==> src/rtl/mc_control_fsm.sv <==
// Multi-cycle CPU control unit: sequences each instruction through fetch, decode,
// execute, memory and writeback, driving datapath load enables, strobes and mux selects.
module mc_control_fsm #(
  parameter int              OPW     = 4,
  parameter logic [OPW-1:0]  HALT_OP = 4'hF
) (
  input  logic           clk,
  input  logic           rst_n,
  input  logic [OPW-1:0] opcode,
  input  logic           zero,
  input  logic           mem_ready,
  output logic           pc_load,
  output logic           ir_load,
  output logic           a_load,
  output logic           b_load,
  output logic           alu_out_load,
  output logic           mdr_load,
  output logic           reg_write,
  output logic           mem_read,
  output logic           mem_write,
  output logic           iord,
  output logic           alu_src_a,
  output logic [1:0]     alu_src_b,
  output logic [1:0]     alu_op,
  output logic [1:0]     pc_src,
  output logic           reg_dst,
  output logic           mem_to_reg,
  output logic           halted,
  output logic [3:0]     state
);

  localparam logic [OPW-1:0] OP_ADDI = OPW'(4);
  localparam logic [OPW-1:0] OP_LW   = OPW'(5);
  localparam logic [OPW-1:0] OP_SW   = OPW'(6);
  localparam logic [OPW-1:0] OP_BEQ  = OPW'(7);
  localparam logic [OPW-1:0] OP_JMP  = OPW'(8);

  localparam logic [1:0] SRC_B_REG   = 2'd0;
  localparam logic [1:0] SRC_B_ONE   = 2'd1;
  localparam logic [1:0] SRC_B_IMM   = 2'd2;
  localparam logic [1:0] ALU_ADD     = 2'd0;
  localparam logic [1:0] ALU_SUB     = 2'd1;
  localparam logic [1:0] ALU_FUNCT   = 2'd2;
  localparam logic [1:0] PC_ALU      = 2'd0;
  localparam logic [1:0] PC_ALUOUT   = 2'd1;
  localparam logic [1:0] PC_JUMP     = 2'd2;

  typedef enum logic [3:0] {
    S_FETCH     = 4'd0,
    S_DECODE    = 4'd1,
    S_MEM_ADDR  = 4'd2,
    S_MEM_READ  = 4'd3,
    S_MEM_WB    = 4'd4,
    S_MEM_WRITE = 4'd5,
    S_EXECUTE   = 4'd6,
    S_ALU_WB    = 4'd7,
    S_BRANCH    = 4'd8,
    S_JUMP      = 4'd9,
    S_HALT      = 4'd10
  } state_t;

  state_t state_q;
  state_t state_d;

  logic is_rtype;
  assign is_rtype = (opcode < OP_ADDI);
  assign state    = state_q;

  // NOTE: sequential state uses non-blocking assignment so every register samples
  // pre-edge values; combinational blocks below use blocking assignment.
  always_ff @(posedge clk or negedge rst_n) begin
    if (!rst_n) begin
      state_q <= S_FETCH;
    end else begin
      state_q <= state_d;
    end
  end

  // NOTE: every output and state_d gets a default before the case, so no path
  // leaves a variable unassigned and no latch is inferred.
  always_comb begin
    state_d      = S_FETCH;
    pc_load      = 1'b0;
    ir_load      = 1'b0;
    a_load       = 1'b0;
    b_load       = 1'b0;
    alu_out_load = 1'b0;
    mdr_load     = 1'b0;
    reg_write    = 1'b0;
    mem_read     = 1'b0;
    mem_write    = 1'b0;
    iord         = 1'b0;
    alu_src_a    = 1'b0;
    alu_src_b    = SRC_B_REG;
    alu_op       = ALU_ADD;
    pc_src       = PC_ALU;
    reg_dst      = 1'b0;
    mem_to_reg   = 1'b0;
    halted       = 1'b0;

    case (state_q)
      S_FETCH: begin
        // PC+1 is computed alongside the instruction read and committed with IR.
        mem_read  = 1'b1;
        alu_src_b = SRC_B_ONE;
        ir_load   = mem_ready;
        pc_load   = mem_ready;
        state_d   = mem_ready ? S_DECODE : S_FETCH;
      end

      S_DECODE: begin
        // Branch target is precomputed into ALUOut while the operands are read.
        a_load       = 1'b1;
        b_load       = 1'b1;
        alu_out_load = 1'b1;
        alu_src_b    = SRC_B_IMM;
        if (opcode == HALT_OP) begin
          state_d = S_HALT;
        end else if (is_rtype) begin
          state_d = S_EXECUTE;
        end else if (opcode == OP_ADDI || opcode == OP_LW || opcode == OP_SW) begin
          state_d = S_MEM_ADDR;
        end else if (opcode == OP_BEQ) begin
          state_d = S_BRANCH;
        end else if (opcode == OP_JMP) begin
          state_d = S_JUMP;
        end else begin
          state_d = S_FETCH;
        end
      end

      S_MEM_ADDR: begin
        alu_src_a    = 1'b1;
        alu_src_b    = SRC_B_IMM;
        alu_out_load = 1'b1;
        if (opcode == OP_LW) begin
          state_d = S_MEM_READ;
        end else if (opcode == OP_SW) begin
          state_d = S_MEM_WRITE;
        end else if (opcode == OP_ADDI) begin
          state_d = S_ALU_WB;
        end else begin
          state_d = S_FETCH;
        end
      end

      S_MEM_READ: begin
        mem_read = 1'b1;
        iord     = 1'b1;
        mdr_load = mem_ready;
        state_d  = mem_ready ? S_MEM_WB : S_MEM_READ;
      end

      S_MEM_WB: begin
        reg_write  = 1'b1;
        mem_to_reg = 1'b1;
        state_d    = S_FETCH;
      end

      S_MEM_WRITE: begin
        mem_write = 1'b1;
        iord      = 1'b1;
        state_d   = mem_ready ? S_FETCH : S_MEM_WRITE;
      end

      S_EXECUTE: begin
        alu_src_a    = 1'b1;
        alu_op       = ALU_FUNCT;
        alu_out_load = 1'b1;
        state_d      = S_ALU_WB;
      end

      S_ALU_WB: begin
        // R-type writes rd=IR[7:4]; ADDI writes IR[11:8].
        reg_write = 1'b1;
        reg_dst   = is_rtype;
        state_d   = S_FETCH;
      end

      S_BRANCH: begin
        alu_src_a = 1'b1;
        alu_op    = ALU_SUB;
        pc_src    = PC_ALUOUT;
        pc_load   = zero;
        state_d   = S_FETCH;
      end

      S_JUMP: begin
        pc_src  = PC_JUMP;
        pc_load = 1'b1;
        state_d = S_FETCH;
      end

      S_HALT: begin
        halted  = 1'b1;
        state_d = S_HALT;
      end

      default: state_d = S_FETCH;
    endcase
  end

endmodule

==> config.mk <==
export PLATFORM = sky130hd
export DESIGN_NAME = mc_control_fsm
export DESIGN_NICKNAME = d
export VERILOG_FILES = /design/src/rtl/mc_control_fsm.sv
export SDC_FILE = /design/constraint.sdc
export NUM_CORES = 1
export LEC_CHECK = 0
export ABC_AREA = 1
export BUFFER_PORTS_ARGS = -buffer_cell sky130_fd_sc_hd__buf_2
export CAP_MARGIN = 0
export CORE_AREA = 2 2 39 41
export DETAILED_ROUTE_END_ITERATION = 7
export DIE_AREA = 0 0 41 43
export PLACE_DENSITY = 0.72
export SLEW_MARGIN = 20
export SYNTH_ARGS = -nofsm -noshare
export SYNTH_HDL_FRONTEND = slang
export SYNTH_SLANG_ARGS = --single-unit
==> constraint.sdc <==
create_clock -name clk -period 1.6 [get_ports clk]
set_input_delay 0.16 -clock clk [delete_from_list [all_inputs] [get_ports clk]]
set_output_delay 0.16 -clock clk [all_outputs]
set_load 0.02 [all_outputs]
==> flow_metrics.tcl, run 1 <==
set metrics [dict create \
    setup-tns-final_ns 0 \
    grt_pass1_vias 480 \
    ctsLongestPathBuffers 2 \
    power_frac_comb_pct 73.1 \
    final_nets 128 \
    die_w_um 41 \
    cts_buffers 3 \
    wl_um 1250 \
    h-tree-depth 1 \
    drive_gt1_share_pct 39.8 \
    portBuffers 31 \
    critical_path_class "register to primary output" \
    ios 32 \
    tightestPinTransition_ns 0.235 \
    viasPerCell 4.61 \
    post_cts_buffers 0 \
    worstPathArrival_ns 1.33 \
    cp-start-kind "register" \
    grt_overflow_total 0 \
    routed.top_layer "met4" \
    placed_area_um2 616 \
    p_sw_share_pct 59.1 \
    dp_hpwl_um 1050 \
    start_util_pct 32.4 \
    cts-root-buf "clkbuf_4" \
    met2_length_um 626 \
    met1Wirelength_um 526 \
    dieHeight_um 43 \
    setup_violations 0 \
    drc 0 \
    synth-warning-count 0 \
    slew_viol_final 0 \
    yosys-top-cells-area "dfrtp_1 22%, nand2_1 18%, inv_1 14%" \
    worstSetupEndpointType "primary output" \
    period_share_pct 93.1 \
    antenna_found_initial 0 \
    seq_power_share_pct 15.8 \
    place.gp.congestion 0.834 \
    clk_pin_slew_ns 0.04 \
    p_int_uw 490 \
    grtUsageTotal_pct 14.3 \
    wl_per_cell_um 9.34 \
    yosysTopAreaCell "dfrtp_1" \
    num_rows 14 \
    slew_headroom_pct 84.3 \
    ys_seq_area_share_pct 22.3 \
    synthToLayoutAreaGrowth_pct 47.5 \
    netlist_area_um2 448 \
    powerDensity_mw_per_mm2 1820 \
    dieArea_mm2 0.00176 \
    status "complete, no violations" \
    clock_latency_ns 0.24 \
    p_switching_uw 709 \
    grt_pass1_wl_um 1770 \
    final_area_um2 661 \
    n_antenna_cell 0 \
    wl_met3_um 89 \
    syn_area_per_cell_um2 5.33 \
    cts_num_sinks 4 \
    via_count 618 \
    cts_tree "yes" \
    detail_route.first_pass.iterations 4 \
    fmax_mhz 671 \
    synth.distinct_cells 15 \
    pwr-share-clk_pct 11.0 \
    period_needed_ns 1.49 \
    p_leak_uw 0.000469 \
    largest_register_ffs 4 \
    coreArea_mm2 0.00138 \
    rsz0062_at_grt "false" \
    grt_start_max_net_pins 7 \
    finalPower_uw 1200 \
    maxCapViolCount 0 \
    vdd_drop_max_mv 0.581 \
    hold_viol_final 0 \
    hold_class "primary input to async pin" \
    route.antenna.remaining_nets 0 \
    fin_skew_ns 0.00144 \
    critPathMaxFanout 6 \
    yosys_register_bits 4 \
    yosysTopAreaCellShare_pct 22.3 \
    syn_nets 92 \
    required_ns 1.44 \
    drtIter0Drc 12 \
    synthCells 84 \
]
cells in the mapped netlist:
cell / instances
nor2_1: 17
nand4_1: 1
nand3_1: 8
dfrtp_1: 4
o21ai_0: 2
inv_1: 17
a21oi_1: 2
buf_4: 1
nand3b_1: 1
nor3_1: 1
nand2_1: 22
nor2_2: 4
or2_2: 1
nand2_2: 2
o211ai_1: 1
kinds of logic (layout without fill, tap and decap cells):
family                 count (synthesis)  in the layout  share of synthesized area [%]
AO/OA/AOI/OAI                          5              5                           6.15
buffers and inverters                 18             52                           15.9
flip-flops                             4              4                           22.3
AND/OR/NAND/NOR                       57             57                           55.6
power groups by stage:
| stage | combinational (uW) | clock, uW | sequential, uW |
|---|---|---|---|
| 2_1_floorplan | 569 | 0 | 216 |
| 6_report | 877 | 132 | 190 |
| 3_5_place_dp | 868 | 0 | 178 |
| 4_1_cts | 872 | 127 | 176 |
| 5_1_grt | 964 | 135 | 198 |
| 3_3_place_gp | 862 | 0 | 176 |
path summary, 6_finish.rpt:
| kind | start | to | slack [ns] | cells after the start |
|---|---|---|---|---|
| max | state[2]$_DFF_PN0_ | pc_load | 0.11 | 4 |
| min | rst_n | state[1]$_DFF_PN0_ | 0.26 | 2 |
| max reg2reg | state[3]$_DFF_PN0_ | state[2]$_DFF_PN0_ | 0.47 | 7 |
| min reg2reg | state[0]$_DFF_PN0_ | state[1]$_DFF_PN0_ | 0.67 | 3 |
| max in group asynchronous | rst_n | state[2]$_DFF_PN0_ | 1.22 | 2 |
| min in group clk | opcode[1] | state[3]$_DFF_PN0_ | 0.27 | 3 |
metal layers:
| layer | up-vias | global-route usage, % |
|---|---|---|
| met5 | - | 0 |
| met2 | 21 | 24.4 |
| met4 | 0 | 6.00 |
| met3 | 2 | 1.57 |
| met1 | 269 | 16.8 |
| li1 | 326 | - |
through the flow:
| stage | util [%] | worst slack [ns] | hold WS, ns | std cells |
|---|---|---|---|---|
| global route | 47.7 | 0.0146 | 0.270 | 134 |
| global placement | 44.5 | 0.284 | -0.0361 | 130 |
| floorplan | - | 0.154 | -0.136 | 84 |
| detailed placement | 44.5 | 0.262 | -0.0361 | 130 |
| CTS | 46.8 | 0.00608 | 0.257 | 134 |
| finish | 47.7 | 0.111 | 0.256 | 134 |
worst max-delay path, cell delays in order (launching register included):
cell and delay, ns:
dfrtp_2 0.44, nor2_2 0.21, nand3_1 0.16, nand3_1 0.11, buf_2 0.17
cell type report:
class	count	area, um^2
repair buffers	32	165
flip-flops and latches	4	103
inverters	17	63.8
fillers	161	723
well taps	16	20.0
clock buffers	3	22.5
multi-input cells	62	287
layout by cell type (no fill, tap or decap), drive strengths merged, types with 2 or more instances in the layout:
| cell type | instances |
|---|---|
| nand3 | 8 |
| dfrtp | 4 |
| nor2 | 21 |
| inv | 17 |
| clkbuf | 3 |
| buf | 31 |
| a21oi | 2 |
| o21ai | 2 |
| nand2 | 24 |
repair_timing:
| action | CTS | global route |
|---|---|---|
| setup endpoints to repair | 0 | 2 |
| endpoints found under the hold margin | 4 | 0 |
| hold buffers | 1 | 0 |
| resized for setup | 0 | 7 |
Power figures use the tool's default switching activity.
==> inputs of run 2 (changes only) <==
--- a/config.mk
+++ b/config.mk
@@ -11,7 +11,7 @@
 export CORE_AREA = 2 2 39 41
 export DETAILED_ROUTE_END_ITERATION = 7
 export DIE_AREA = 0 0 41 43
-export PLACE_DENSITY = 0.72
+export PLACE_DENSITY = 0.68
 export SLEW_MARGIN = 20
 export SYNTH_ARGS = -nofsm -noshare
 export SYNTH_HDL_FRONTEND = slang
==> run 2 against run 1 <==
  * Clock skew up 0.00092 ns
  * Design area fell by 1.1%
  * Core utilization fell by 0.54 points
  * Sequential cell count unchanged
  * Via count rose by 0.65%
  * Global-route usage grew 2.8 points
  * Sequential power shrank 4%
  * Sequential share of layout area is 0.20 points lower
  * First-iteration DRC count rose by 8.3%
  * Hold slack gained 0.0075 ns
  * Maximum frequency is 0.31% higher
  * Critical path type unchanged
==> flow_metrics.tcl, run 2 (synthesized netlist as in run 1, its figures left out) <==
set metrics [dict create \
    status "complete, no violations" \
    powerDensity_mw_per_mm2 1800 \
    n_antenna_cell 0 \
    cts_tree "yes" \
    tightestPinTransition_ns 0.233 \
    critical_path_class "register to primary output" \
    final_common_cell "buf_2" \
    drive_gt1_share_pct 37.3 \
    wl_um 1230 \
    dieArea_mm2 0.00176 \
    antenna_found_initial 0 \
    worstPathArrival_ns 1.32 \
    critical_path.top_delay_family "simple AND/OR/NAND/NOR gates" \
    grt_pass1_wl_um 2040 \
    clock_latency_ns 0.23 \
    wl_per_cell_um 9.19 \
    cp-start-kind "register" \
    n_fill_cell 159 \
    via_count 622 \
    grt_start_max_net_pins 7 \
    maxCapViolCount 0 \
    detail_route.first_pass.iterations 4 \
    placed_area_um2 616 \
    path_cells "nor2_2 > nand2_1 > nand3b_1 > buf_2" \
    place.gp.congestion 0.832 \
    portBuffers 31 \
    route.antenna.remaining_nets 0 \
    drc 0 \
    ios 32 \
    ctsLongestPathBuffers 2 \
    rr_worst_depth 7 \
    synthToLayoutAreaGrowth_pct 45.8 \
    dp_hpwl_um 1050 \
    period_share_pct 92.8 \
    grt_pass1_vias 514 \
    worstSetupEndpointType "primary output" \
    cts_num_sinks 4 \
    largest_register_ffs 4 \
    vdd_drop_max_mv 0.599 \
    final_area_um2 653 \
    register_area_um2 100 \
    final_cell_mix "31 x buf_2, 22 x nand2_1, 16 x inv_1" \
    timing.hold.ws_ns 0.264 \
    fin_skew_ns 0.00236 \
    drtIter0Drc 13 \
    cpPeakStageDelay_ns 0.43 \
    period_needed_ns 1.48 \
    required_ns 1.44 \
    dieHeight_um 43 \
    start_util_pct 32.4 \
    viasPerCell 4.64 \
    hold_class "primary input to async pin" \
    hold_viol_final 0 \
    coreArea_mm2 0.00138 \
    p_leak_uw 0.000472 \
    reg2reg_slack_ns 0.45 \
    die_w_um 41 \
    cts-root-buf "clkbuf_4" \
    worst_path_max_delay_cell "dfrtp_1" \
    clk_pin_slew_ns 0.04 \
    reg2reg_to "state[0]$_DFF_PN0_" \
    critPathLaunch "state[2]$_DFF_PN0_" \
    num_rows 14 \
    h-tree-depth 1 \
    reg2reg_from "state[1]$_DFF_PN0_" \
    instances_no_fill 134 \
    critPathMaxFanout 6 \
    setup_violations 0 \
    fmax_mhz 673 \
    multiInputGateArea_um2 282 \
    slew_viol_final 0 \
    grtUsageTotal_pct 17.1 \
    crit_buf_inv 1 \
    grt_overflow_total 0 \
    final_nets 128 \
    dp.cells 130 \
    post_cts_buffers 0 \
    slew_headroom_pct 84.5 \
    cts_buffers 3 \
]
run 2: worst max path at each step:
stage,end,slack (ns),depth (start not counted)
after floorplan,alu_src_a,0.15,5
after global placement,pc_load,0.28,6
after detailed placement,pc_load,0.29,6
after CTS,pc_load,0.03,6
after global routing,pc_load,-0.009,6
final,alu_src_a,0.12,4
run 2: routing by layer:
layer | routed length [um] | global-route usage (%)
met4 | 0 | 10.0
met5 | 0 | 0
met2 | 609 | 26.9
met1 | 520 | 20.3
met3 | 101 | 3.14
run 2: cell type report:
| type | instances | share of cell area [%] |
|---|---|---|
| inverters | 17 | 9.77 |
| well taps | 16 | 3.07 |
| clock buffers | 3 | 3.45 |
| flip-flops and latches | 4 | 15.3 |
| repair buffers | 32 | 25.3 |
| multi-input cells | 62 | 43.1 |
run 2: report_power, final:
group | internal, uW | total, uW | switching [uW]
registers | 135 | 183 | 47.7
logic | 264 | 870 | 606
clock network | 83.8 | 123 | 39.4
total | 482 | 1180 | 693
run 2: through the flow:
stage	power [uW]	setup TNS, ns	setup WS (ns)	util, %
floorplan	785	0	0.154	-
detailed placement	1040	0	0.287	44.5
finish	1180	0	0.115	47.2
CTS	1170	0	0.0338	46.8
global route	1290	-0.00886	-0.00886	47.2
global placement	1040	0	0.276	44.5
run 2: timing repair:
action / 4_1_cts / 5_1_grt
hold buffers: 1 / 0
resized for setup: 0 / 3
endpoints found under the hold margin: 4 / 0
endpoints found under the setup margin: 0 / 3
==> inputs of run 3 (changes only) <==
--- a/config.mk
+++ b/config.mk
@@ -11,6 +11,7 @@
 export CORE_AREA = 2 2 39 41
 export DETAILED_ROUTE_END_ITERATION = 7
 export DIE_AREA = 0 0 41 43
+export GPL_TIMING_DRIVEN = 0
 export PLACE_DENSITY = 0.68
 export SLEW_MARGIN = 20
 export SYNTH_ARGS = -nofsm -noshare
==> run 3 against run 2 <==
  * Core utilization increased by 2.7 points
  * Sequential cell count unchanged
  * Hold slack improved by 0.0094 ns
  * Combinational power increased by 7.4%
  * Global-route usage decreased by 0.47 points
  * Setup slack improved by 0.0064 ns
  * Wire length increased by 0.57%
  * Register-to-register slack improved by 0.02 ns
  * Critical path type unchanged
  * Largest cell class unchanged
==> flow_metrics.tcl, run 3 (synthesized netlist as in run 1, its figures left out) <==
set metrics [dict create \
    cts-root-buf "clkbuf_4" \
    worst_path_max_delay_cell "dfrtp_1" \
    via_count 600 \
    clk_pin_slew_ns 0.04 \
    largest_register_ffs 4 \
    num_rows 14 \
    status "complete, no violations" \
    hold_class "primary input to async pin" \
    h-tree-depth 1 \
    cts_tree "yes" \
    route.antenna.remaining_nets 0 \
    cts_buffers 3 \
    grt_pass1_vias 505 \
    dieArea_mm2 0.00176 \
    tightestPinTransition_ns 0.231 \
    maxCapViolCount 0 \
    setup_violations 0 \
    clock_latency_ns 0.24 \
    pre_cts_slack_ns 0.282 \
    worstPathArrival_ns 1.32 \
    crit_top_cell "inv_2" \
    post_cts_buffers 0 \
    final_area_um2 691 \
    grt_overflow_total 0 \
    cts_num_sinks 4 \
    worstSetupEndpointType "primary output" \
    reg2reg_slack_ns 0.47 \
    coreArea_mm2 0.00138 \
    drc 0 \
    dieHeight_um 43 \
    synthToLayoutAreaGrowth_pct 54.2 \
    grt_start_max_net_pins 7 \
    final_common_cell "buf_2" \
    placed_area_um2 623 \
    fin_skew_ns 0.00438 \
    ios 32 \
    die_w_um 41 \
    viasPerCell 4.44 \
    grtUsageTotal_pct 16.6 \
    final.setup.worst_slack_ns 0.122 \
    final_cell_mix "29 x buf_2, 22 x nand2_1, 15 x inv_1, 15 x nor2_1, 7 x nand3_1" \
    critPathMaxFanout 3 \
    critical_path_class "register to primary output" \
    period_needed_ns 1.48 \
    period_share_pct 92.4 \
    fmax_mhz 676 \
    place.gp.congestion 0.780 \
    detail_route.first_pass.iterations 4 \
    n_antenna_cell 0 \
    setup-tns-final_ns 0 \
    required_ns 1.44 \
    hold_viol_final 0 \
    rsz0062_at_grt "false" \
    cpPeakStageDelay_ns 0.40 \
    utilization_pct 49.9 \
    ctsLongestPathBuffers 2 \
    dp_hpwl_um 1010 \
    start_util_pct 32.4 \
    slew_viol_final 0 \
    grt_pass1_wl_um 1940 \
    antenna_found_initial 0 \
    final_nets 129 \
    wl_per_cell_um 9.17 \
    drive_gt1_share_pct 40.3 \
    cp-start-kind "register" \
    slew_headroom_pct 84.5 \
    timing.hold.ws_ns 0.273 \
    drtIter0Drc 10 \
    portBuffers 31 \
    powerDensity_mw_per_mm2 1810 \
    p_leak_uw 0.000486 \
    path_cells "inv_2 > nor2_4 > inv_2 > nor2_2 > nand3b_1 > buf_4" \
    vdd_drop_max_mv 0.696 \
    wl_um 1240 \
]
run 3: worst paths after layout:
path                                    startpoint                  to  cells after the start
worst min-delay path                         rst_n  state[1]$_DFF_PN0_                      2
worst min register to register  state[3]$_DFF_PN0_  state[1]$_DFF_PN0_                      3
min in group clk                         opcode[3]  state[1]$_DFF_PN0_                      4
max in group asynchronous                    rst_n  state[2]$_DFF_PN0_                      2
worst max register to register  state[3]$_DFF_PN0_  state[2]$_DFF_PN0_                      7
worst max-delay path            state[3]$_DFF_PN0_           alu_src_a                      6
run 3: area by class of cell:
class / count / area (um^2)
buffer: 1 / 7.51
clock buffer: 3 / 22.5
fill: 154 / 693
inverter: 17 / 63.8
multi-input combinational: 62 / 302
sequential: 4 / 101
tap: 16 / 20.0
timing repair buffer: 32 / 174
run 3: stage by stage:
stage                     total power, uW  instances
after detailed placement             1060        131
after global routing                 1390        135
after CTS                            1190        135
after global placement               1050        131
after floorplan                       785         84
final                                1250        135
run 3: power by group:
part,switching [uW],total (uW),internal [uW],leakage (uW)
combinational,620,934,314,0.000420
sequential,54.9,192,137,0.0000517
clock,42.9,127,84.0,0.0000138
total,718,1250,535,0.000486
run 3: metal layers:
| metal | vias to the layer above | wire length [um] | global-route usage [%] |
|---|---|---|---|
| met1 | 250 | 549 | 17.8 |
| met3 | 2 | 71 | 4.71 |
| li1 | 327 | - | - |
| met4 | 0 | 21 | 10.0 |
| met2 | 21 | 596 | 26.9 |
| met5 | - | 0 | 0 |
run 3: worst max-delay path: cells and delay by family, from the launching register on:
| family | cells | cell delay (ns) |
|---|---|---|
| simple gates | 3 | 0.41 |
| flops | 1 | 0.40 |
| buf+inv | 3 | 0.27 |
run 3: repair_timing:
item	in CTS	in global routing
hold buffers	1	0
endpoints found under the setup margin	0	4
endpoints found under the hold margin	4	0
resized for setup	0	12
